$ cat src/rtl/logicgate_pkg.sv
// logicgate_pkg: op encodings and the bitwise evaluation helper shared by logicgate_pipe
package logicgate_pkg;

    localparam int OP_W  = 3;
    localparam int MAX_W = 64;

    localparam logic [OP_W-1:0] OP_AND  = 3'd0;
    localparam logic [OP_W-1:0] OP_OR   = 3'd1;
    localparam logic [OP_W-1:0] OP_NAND = 3'd2;
    localparam logic [OP_W-1:0] OP_NOR  = 3'd3;
    localparam logic [OP_W-1:0] OP_XOR  = 3'd4;
    localparam logic [OP_W-1:0] OP_XNOR = 3'd5;
    localparam logic [OP_W-1:0] OP_NOTA = 3'd6;
    localparam logic [OP_W-1:0] OP_PASS = 3'd7;

    typedef struct packed {
        logic [MAX_W-1:0] data;
        logic             zero;
        logic             ones;
        logic             parity;
    } lg_result_t;

    // mask selects the live low bits so inverting ops never leak ones above the width
    function automatic lg_result_t lg_eval(
        input logic [OP_W-1:0]  op,
        input logic [MAX_W-1:0] a,
        input logic [MAX_W-1:0] b,
        input logic [MAX_W-1:0] mask
    );
        lg_result_t       r;
        logic [MAX_W-1:0] x;
        case (op)
            OP_AND:  x = a & b;
            OP_OR:   x = a | b;
            OP_NAND: x = ~(a & b);
            OP_NOR:  x = ~(a | b);
            OP_XOR:  x = a ^ b;
            OP_XNOR: x = ~(a ^ b);
            OP_NOTA: x = ~a;
            default: x = a;
        endcase
        r.data   = x & mask;
        r.zero   = r.data == '0;
        r.ones   = r.data == mask;
        r.parity = ^r.data;
        return r;
    endfunction

endpackage

$ cat src/rtl/logicgate_stage.sv
// logicgate_stage: one pipeline register holding a result, its flags and a valid bit
module logicgate_stage #(
    parameter int WIDTH = 8
) (
    input  logic             clk,
    input  logic             rst,
    input  logic             en,
    input  logic             in_valid,
    input  logic [WIDTH-1:0] in_data,
    input  logic [2:0]       in_flags,
    output logic             out_valid,
    output logic [WIDTH-1:0] out_data,
    output logic [2:0]       out_flags
);

    // shift on enable; bubbles only move the valid bit so data and flags keep their last value
    always_ff @(posedge clk) begin
        if (rst) begin
            out_valid <= 1'b0;
            out_data  <= '0;
            out_flags <= '0;
        end else if (en) begin
            out_valid <= in_valid;
            if (in_valid) begin
                out_data  <= in_data;
                out_flags <= in_flags;
            end
        end
    end

endmodule

$ cat src/rtl/logicgate_pipe.sv
// logicgate_pipe: pipelined eight-op bitwise unit with accumulator, flags and valid/ready flow control
module logicgate_pipe
    import logicgate_pkg::*;
#(
    parameter int WIDTH  = 8,
    parameter int STAGES = 2
) (
    input  logic             clk,
    input  logic             rst,
    input  logic             in_valid,
    output logic             in_ready,
    input  logic [OP_W-1:0]  op,
    input  logic             acc_en,
    input  logic             acc_clr,
    input  logic [WIDTH-1:0] a,
    input  logic [WIDTH-1:0] b,
    output logic             out_valid,
    input  logic             out_ready,
    output logic [WIDTH-1:0] c,
    output logic             zero,
    output logic             ones,
    output logic             parity,
    output logic [WIDTH-1:0] acc
);

    localparam logic [MAX_W-1:0] MASK = MAX_W'({WIDTH{1'b1}});

    logic             advance;
    logic             accept;
    logic [WIDTH-1:0] opa;
    logic [WIDTH-1:0] res_data;
    lg_result_t       res;
    logic             unused_ok;

    logic             v_in [STAGES];
    logic [WIDTH-1:0] d_in [STAGES];
    logic [2:0]       f_in [STAGES];
    logic             v_q  [STAGES];
    logic [WIDTH-1:0] d_q  [STAGES];
    logic [2:0]       f_q  [STAGES];

    assign advance   = !out_valid || out_ready;
    assign in_ready  = advance && !rst;
    assign accept    = in_valid && in_ready;
    assign opa       = acc_en ? acc : a;
    assign res       = lg_eval(op, MAX_W'(opa), MAX_W'(b), MASK);
    assign res_data  = res.data[WIDTH-1:0];
    assign unused_ok = &{1'b0, res.data};

    assign out_valid            = v_q[STAGES-1];
    assign c                    = d_q[STAGES-1];
    assign {zero, ones, parity} = f_q[STAGES-1];

    // clear wins over a same-cycle accumulate; the accepted op has already read the old value
    always_ff @(posedge clk)
        if (rst || acc_clr) acc <= '0;
        else if (accept && acc_en) acc <= res_data;

    for (genvar s = 0; s < STAGES; s++) begin : g_stage
        if (s == 0) begin : g_head
            assign v_in[s] = accept;
            assign d_in[s] = res_data;
            assign f_in[s] = {res.zero, res.ones, res.parity};
        end else begin : g_link
            assign v_in[s] = v_q[s-1];
            assign d_in[s] = d_q[s-1];
            assign f_in[s] = f_q[s-1];
        end
        logicgate_stage #(.WIDTH(WIDTH)) u_stage (
            .clk       (clk),
            .rst       (rst),
            .en        (advance),
            .in_valid  (v_in[s]),
            .in_data   (d_in[s]),
            .in_flags  (f_in[s]),
            .out_valid (v_q[s]),
            .out_data  (d_q[s]),
            .out_flags (f_q[s])
        );
    end

endmodule

$ cat config.mk
export PLATFORM = sky130hd
export DESIGN_NAME = logicgate_pipe
export DESIGN_NICKNAME = d
export VERILOG_FILES = /design/src/rtl/logicgate_pkg.sv /design/src/rtl/logicgate_stage.sv /design/src/rtl/logicgate_pipe.sv
export SDC_FILE = /design/constraint.sdc
export NUM_CORES = 1
export LEC_CHECK = 0
export CORE_MARGIN = 4
export CORE_UTILIZATION = 45
export DETAILED_ROUTE_END_ITERATION = 16
export PLACE_DENSITY = 0.85
export SLEW_MARGIN = 15
export SYNTH_ARGS = -nofsm -noshare
export SYNTH_HDL_FRONTEND = slang
export SYNTH_SLANG_ARGS = --single-unit
$ cat constraint.sdc
create_clock -name clk -period 2.5 [get_ports clk]
set_input_delay 0.5 -clock clk [delete_from_list [all_inputs] [get_ports clk]]
set_output_delay 0.5 -clock clk [all_outputs]
set_load 0.03 [all_outputs]
== After elaboration in Yosys (flattened, before gate mapping) ==
Index checks and enable logic that the tools add are counted.

* Bits in writable memories: 0
* Bits in registers: 32
* Word-level logic and storage cells: 35
* Memories: 0
* Input bits: 25
* Bits in read-only memories: 0
* Bits in latches: 0

* Shift-type cells: 0
* Bitwise logic cells: 7
* Divide/modulo/power cells: 0
* Reduce and logical (&&, ||, !) cells: 12
* Muxes and demuxes: 2
* Add/subtract/negate cells: 0
* Magnitude comparators: 0
* Equal/unequal tests: 7
* Multiply operators: 0

{| class="wikitable"
|+ Operators with widths
! cell !! number
|-
| $logic_not A64 Y1 || 1
|-
| $reduce_xor A64 Y1 || 1
|-
| $pmux W8 S7 || 1
|-
| $not A8 Y8 || 4
|-
| $eq A3 B3 Y1 const B || 3
|-
| $and A8 B8 Y8 || 1
|-
| $eq A8 B8 Y1 const B || 1
|-
| $mux W8 || 1
|-
| $or A8 B8 Y8 || 1
|-
| $xor A8 B8 Y8 || 1
|-
| $eq A3 B2 Y1 const B || 2
|-
| $reduce_and A2 Y1 || 2
|-
| $eq A3 B1 Y1 const B || 1
|-
| $logic_and A1 B1 Y1 || 3
|-
| $logic_not A3 Y1 || 1
|-
| $logic_not A1 Y1 || 2
|-
| $logic_or A1 B1 Y1 || 2
|}

== Logic depth before layout (Yosys ltp) ==
Gate-level depths: netlist of the first run.

* Depth in word-level cells: 5
* Gate-level depth with buffers: 12

== Hierarchy ==
From an unflattened synthesis of the first run, not the netlist that was laid out.

* Cell total of the unflattened synthesis: 291
* Area, all modules: 2509.9 um^2

{| class="wikitable"
|+ By module, submodules not included
! module !! cells an instance !! times used !! sequential area each (um^2) !! area each (um^2)
|-
| logicgate_pipe || 187 || 1 || 160.2 || 1428.9
|-
| logicgate_stage || 52 || 2 || 240.2 || 540.5
|}

== Worst setup path after synthesis of the first run ==
OpenSTA, ideal clock, no wires.

* Path type: input -> register
* From: input port acc_en
* To: register g_stage[0].u_stage.out_flags[0]
* Setup time: 0.133 ns
* Stages: 12
* Arrival: 2.589 ns
* Slack: -0.222 ns
* Buffers on the path: 1
* Path through: buf_6 > mux2i_1 > inv_1 > ha_1 > o21a_1 > a211o_1 > a32oi_2 > inv_1 > ha_1 > xnor2_1 > xnor2_1 > o21ai_0

{| class="wikitable"
|+ RTL lines
! element !! RTL line !! source
|-
| start, declared || logicgate_pipe.sv:13 || <nowiki>input logic acc_en,</nowiki>
|-
| end signal, assigned || logicgate_stage.sv:26 || <nowiki>out_flags <= in_flags;</nowiki>
|-
| end, declared || logicgate_stage.sv:13 || <nowiki>output logic [2:0] out_flags</nowiki>
|}

== Final worst setup path of the first run ==
* From: input port acc_en
* To: register g_stage[0].u_stage.out_flags[0]

* Longest elaborated chain between the ends: 5

{| class="wikitable"
|+ Ends and longest elaborated chain
! element !! RTL line !! source
|-
| $mux W8 * || logicgate_pipe.sv:45 || <nowiki>assign opa = acc_en ? acc : a;</nowiki>
|-
| $xor A8 B8 Y8, or another cell as far along || logicgate_pkg.sv:37, logicgate_pkg.sv:38 ||
|-
| $not A8 Y8 (on tied branches) || logicgate_pkg.sv:38, logicgate_pkg.sv:35, logicgate_pkg.sv:36 ||
|-
| $pmux W8 S7 * || logicgate_pkg.sv:32 || <nowiki>case (op)</nowiki>
|-
| $reduce_xor A64 Y1 * || logicgate_pkg.sv:45 || <nowiki>r.parity = ^r.data;</nowiki>
|}

Mark *: on every way between the ends. The rest lies on a longest branch, timed or not.
A chain may end at the register's enable or synchronous reset.

==> results of run 1 <==
==> path summary, 6_finish.rpt <==
path	startpoint	to	slack [ns]
worst max-delay path	acc_en	g_stage[0].u_stage.out_flags[0]	-0.05
worst min-delay path	g_stage[1].u_stage.out_data[6]	g_stage[1].u_stage.out_data[6]	0.46
worst max register to register	acc[0]	g_stage[0].u_stage.out_flags[0]	0.03
worst min register to register	g_stage[1].u_stage.out_data[6]	g_stage[1].u_stage.out_data[6]	0.46
==> layout by cell type, fill, tap and decap left out, types with 4 or more instances in the layout <==
master,n
mux2i_4,6
dlygate4sd2_1,9
ha_4,8
a32o_1,4
o21ai_0,4
nor2_1,11
inv_1,18
o211ai_1,4
buf_6,4
nor2b_1,4
ha_1,13
o21a_1,8
nand3_1,24
dfxtp_1,32
a22oi_1,9
clkdlybuf4s50_1,30
buf_4,62
nor3_1,4
a21oi_1,16
clkbuf_8,5
nand2_1,19
dlymetal6s2s_1,4
a211o_1,5
mux2i_1,8
nand4_1,4
o21ai_1,7
==> cells by family (layout without fill, tap and decap cells) <==
family | Yosys count | after routing | share of synthesized area (%)
mux | 16 | 16 | 6.980
flops | 32 | 32 | 27.08
simple gates | 87 | 87 | 19.14
compound gates | 75 | 75 | 23.59
xor+xnor | 3 | 3 | 1.111
buf+inv | 43 | 138 | 9.413
fa+ha+maj | 24 | 24 | 12.69
==> routing by layer <==
layer  part of all wire, %  wire length, um
met5                     0                0
met4                   3.5              273
met3                   5.5              425
met2                    50             3891
met1                    41             3166
==> sequential cells by signal, summed over array words and instances (netlist names) <==
register and count:
acc 8, g_stage.u_stage.out_flags 6, g_stage.u_stage.out_data 16, g_stage.u_stage.out_valid 2
==> tightest hold or removal path, cell delays in order, from the launching register on <==
cell and delay, ns:
dfxtp_1 0.31, nand2_1 0.05, a21oi_1 0.05
==> area by class of cell <==
cell class	count	share of cell area, %
flip-flops and latches	32	17.81
clock buffers	5	1.914
inverters	21	2.192
well taps	70	2.436
repair buffers	112	28.01
multi-input cells	205	47.63
==> Yosys cell counts (5+ instances only) <==
cell	number
a22oi_1	9
mux2i_1	14
a21oi_1	16
nand3_1	24
o21ai_1	6
o21ai_0	5
a211o_1	5
dfxtp_1	32
ha_1	24
clkbuf_1	9
buf_2	6
nor2_1	11
nor3_1	6
inv_1	21
o21a_1	8
nand2_1	19
==> per-stage QoR <==
step	power (mW)	utilization, %
floorplan	0.8603	-
global placement	1.029	62.67
detailed placement	1.044	62.67
CTS	1.443	67.39
global route	1.571	70.41
finish	1.503	70.41
==> power groups by stage <==
stage | registers, mW | clock network [mW] | logic [mW]
global route | 0.564 | 0.375 | 0.631
floorplan | 0.580 | 0 | 0.280
CTS | 0.561 | 0.355 | 0.527
detailed placement | 0.571 | 0 | 0.474
global placement | 0.571 | 0 | 0.458
finish | 0.562 | 0.352 | 0.589
==> repair_timing <==
action | in CTS | in global routing
gates resized for setup | 32 | 20
pin swaps | 21 | 23
cloned | 1 | 0
setup endpoints to repair | 3 | 2
setup buffers | 5 | 8
==> impl_metrics.env, run 1 <==
export IMPL_hold_class="flop to flop"
export IMPL_clk_pin_slew_ns=0.06
export IMPL_regArea_um2=640.6
export IMPL_p_switching_uw=477.6
export IMPL_cts_buffers=5
export IMPL_area_delta_synth_final_pct=51.98
export IMPL_syn_nets=329
export IMPL_n_fill_cell=361
export IMPL_ir_drop_mv=0.2697
export IMPL_ant_nets=0
export IMPL_crit_fanout=5
export IMPL_holdPathStages=2
export IMPL_place_area_um2=3201
export IMPL_fin_crit_sh_pct=102.2
export IMPL_cp_depth=12
export IMPL_die_w_um=80.51
export IMPL_grt_pass1_wl_mm=11.47
export IMPL_grt_usage_pct=22.63
export IMPL_met2_usage_pct=39.49
export IMPL_relSlewSlack_pct=55.44
export IMPL_p_int_mw=1.025
export IMPL_crit_path_start_kind="input port"
export IMPL_antennaDiodeCount=0
export IMPL_powerDensity_nw_per_um2=417.9
export IMPL_ys_ff_latch=32
export IMPL_dieArea_um2=6482
export IMPL_failed_checks="negative setup slack"
export IMPL_cts_path_max_buffers=2
export IMPL_synth_seq_area_share_pct=27.08
export IMPL_gp_congestion=0.8860
export IMPL_wl_mm=7.756
export IMPL_setup_viol=2
export IMPL_outcome="finished with violations"
export IMPL_cts_tree="done"
export IMPL_drv_slew=0
export IMPL_combPwrFrac_pct=39.2
export IMPL_avgSynthCellArea_um2=8.450
export IMPL_grt_overflow_total=0
export IMPL_grtUsageMet1_pct=26.54
export IMPL_finalNetCount=426
export IMPL_antenna_found_initial=0
export IMPL_hold_worst_slack_ns=0.4575
export IMPL_tightestPinTransition_ns=0.6660
export IMPL_max_stage_delay_ns=0.31
export IMPL_path_cells="buf_12 > buf_12 > mux2i_4 > ha_4 > mux2i_1 > a22oi_1 > o211a_2 > or2_1 > ha_1 > xnor2_1 > xnor2_1 > o21ai_1"
export IMPL_fp_dieH_um=80.51
export IMPL_ys_top_cells_by_area="dfxtp_1 (27%), ha_1 (13%), mux2i_1 (5.9%)"
export IMPL_core_region_area_um2=5107
export IMPL_vias=2592
export IMPL_cp_end_kind="flop"
export IMPL_rsz0062_at_grt="true"
export IMPL_grt_pass1_vias=2488
export IMPL_synth_flop_cell="dfxtp_1"
export IMPL_synth_top_area_cell="dfxtp_1"
export IMPL_power_frac_seq_pct=37.4
export IMPL_switching_share_pct=31.78
export IMPL_first_iter_violations=242
export IMPL_dp_cells=426
export IMPL_period_needed_ns=2.555
export IMPL_path_class="input port to flop"
export IMPL_synthArstFlopShare_pct=0
export IMPL_root_buffer="clkbuf_8"
export IMPL_cp_arrival_ns=2.71
export IMPL_grtUsageMet3_pct=5.045
export IMPL_p_leak_nw=1.561
export IMPL_worst_r2r_path_depth=11
export IMPL_syn_inst=280
export IMPL_port_buffers=45
export IMPL_critPathBufInv=2
export IMPL_hold_violations=0
export IMPL_synth_edf_count=0
export IMPL_holdBufCountCts=0
export IMPL_htree_levels=2
export IMPL_pin_count=46
export IMPL_place_hpwl_mm=4.799
export IMPL_critPathSlowestCell="ha_1"
export IMPL_yosys_warnings=0
export IMPL_cp_top_family="adder cells"
export IMPL_drc=0
export IMPL_viasPerCell=5.825
export IMPL_required_ns=2.66
export IMPL_grt_max_degree=24
export IMPL_finalNonFillerCells=445
export IMPL_wl_per_cell_um=17.43
export IMPL_fin_setup_tns_ns=-0.07998
export IMPL_synth_top_cell_area_share_pct=27.08
export IMPL_start_util_pct=46.33
export IMPL_final_area_um2=3596
export IMPL_cts_sinks=32
export IMPL_post_place_ws_ns=-0.7661
export IMPL_drt_pass1_iterations=5
export IMPL_clock_power_share_pct=23.4
export IMPL_fin_skew_ns=0.005913
export IMPL_num_rows=26
export IMPL_clk_latency_ns=0.28
export IMPL_busiest_layer="met2"
export IMPL_clock_fmax_ghz=0.3914
export IMPL_drive_gt1_share_pct=29.87
export IMPL_multi_input_area_um2=1713
export IMPL_ys_types=47
export IMPL_synth_area_um2=2366
export IMPL_setup_slack_ns=-0.05492
export IMPL_cap_viol_max_count=0
(Power assumes the default switching activity.)
==> run 2: changes to the inputs <==
--- a/config.mk
+++ b/config.mk
@@ -7,6 +7,7 @@
 export LEC_CHECK = 0
 export CORE_MARGIN = 4
 export CORE_UTILIZATION = 45
+export CTS_BUF_LIST = sky130_fd_sc_hd__clkbuf_8
 export DETAILED_ROUTE_END_ITERATION = 16
 export PLACE_DENSITY = 0.85
 export SLEW_MARGIN = 15
==> results of run 2 <==
Final layout, timing and power as in run 1 (identical DEF).
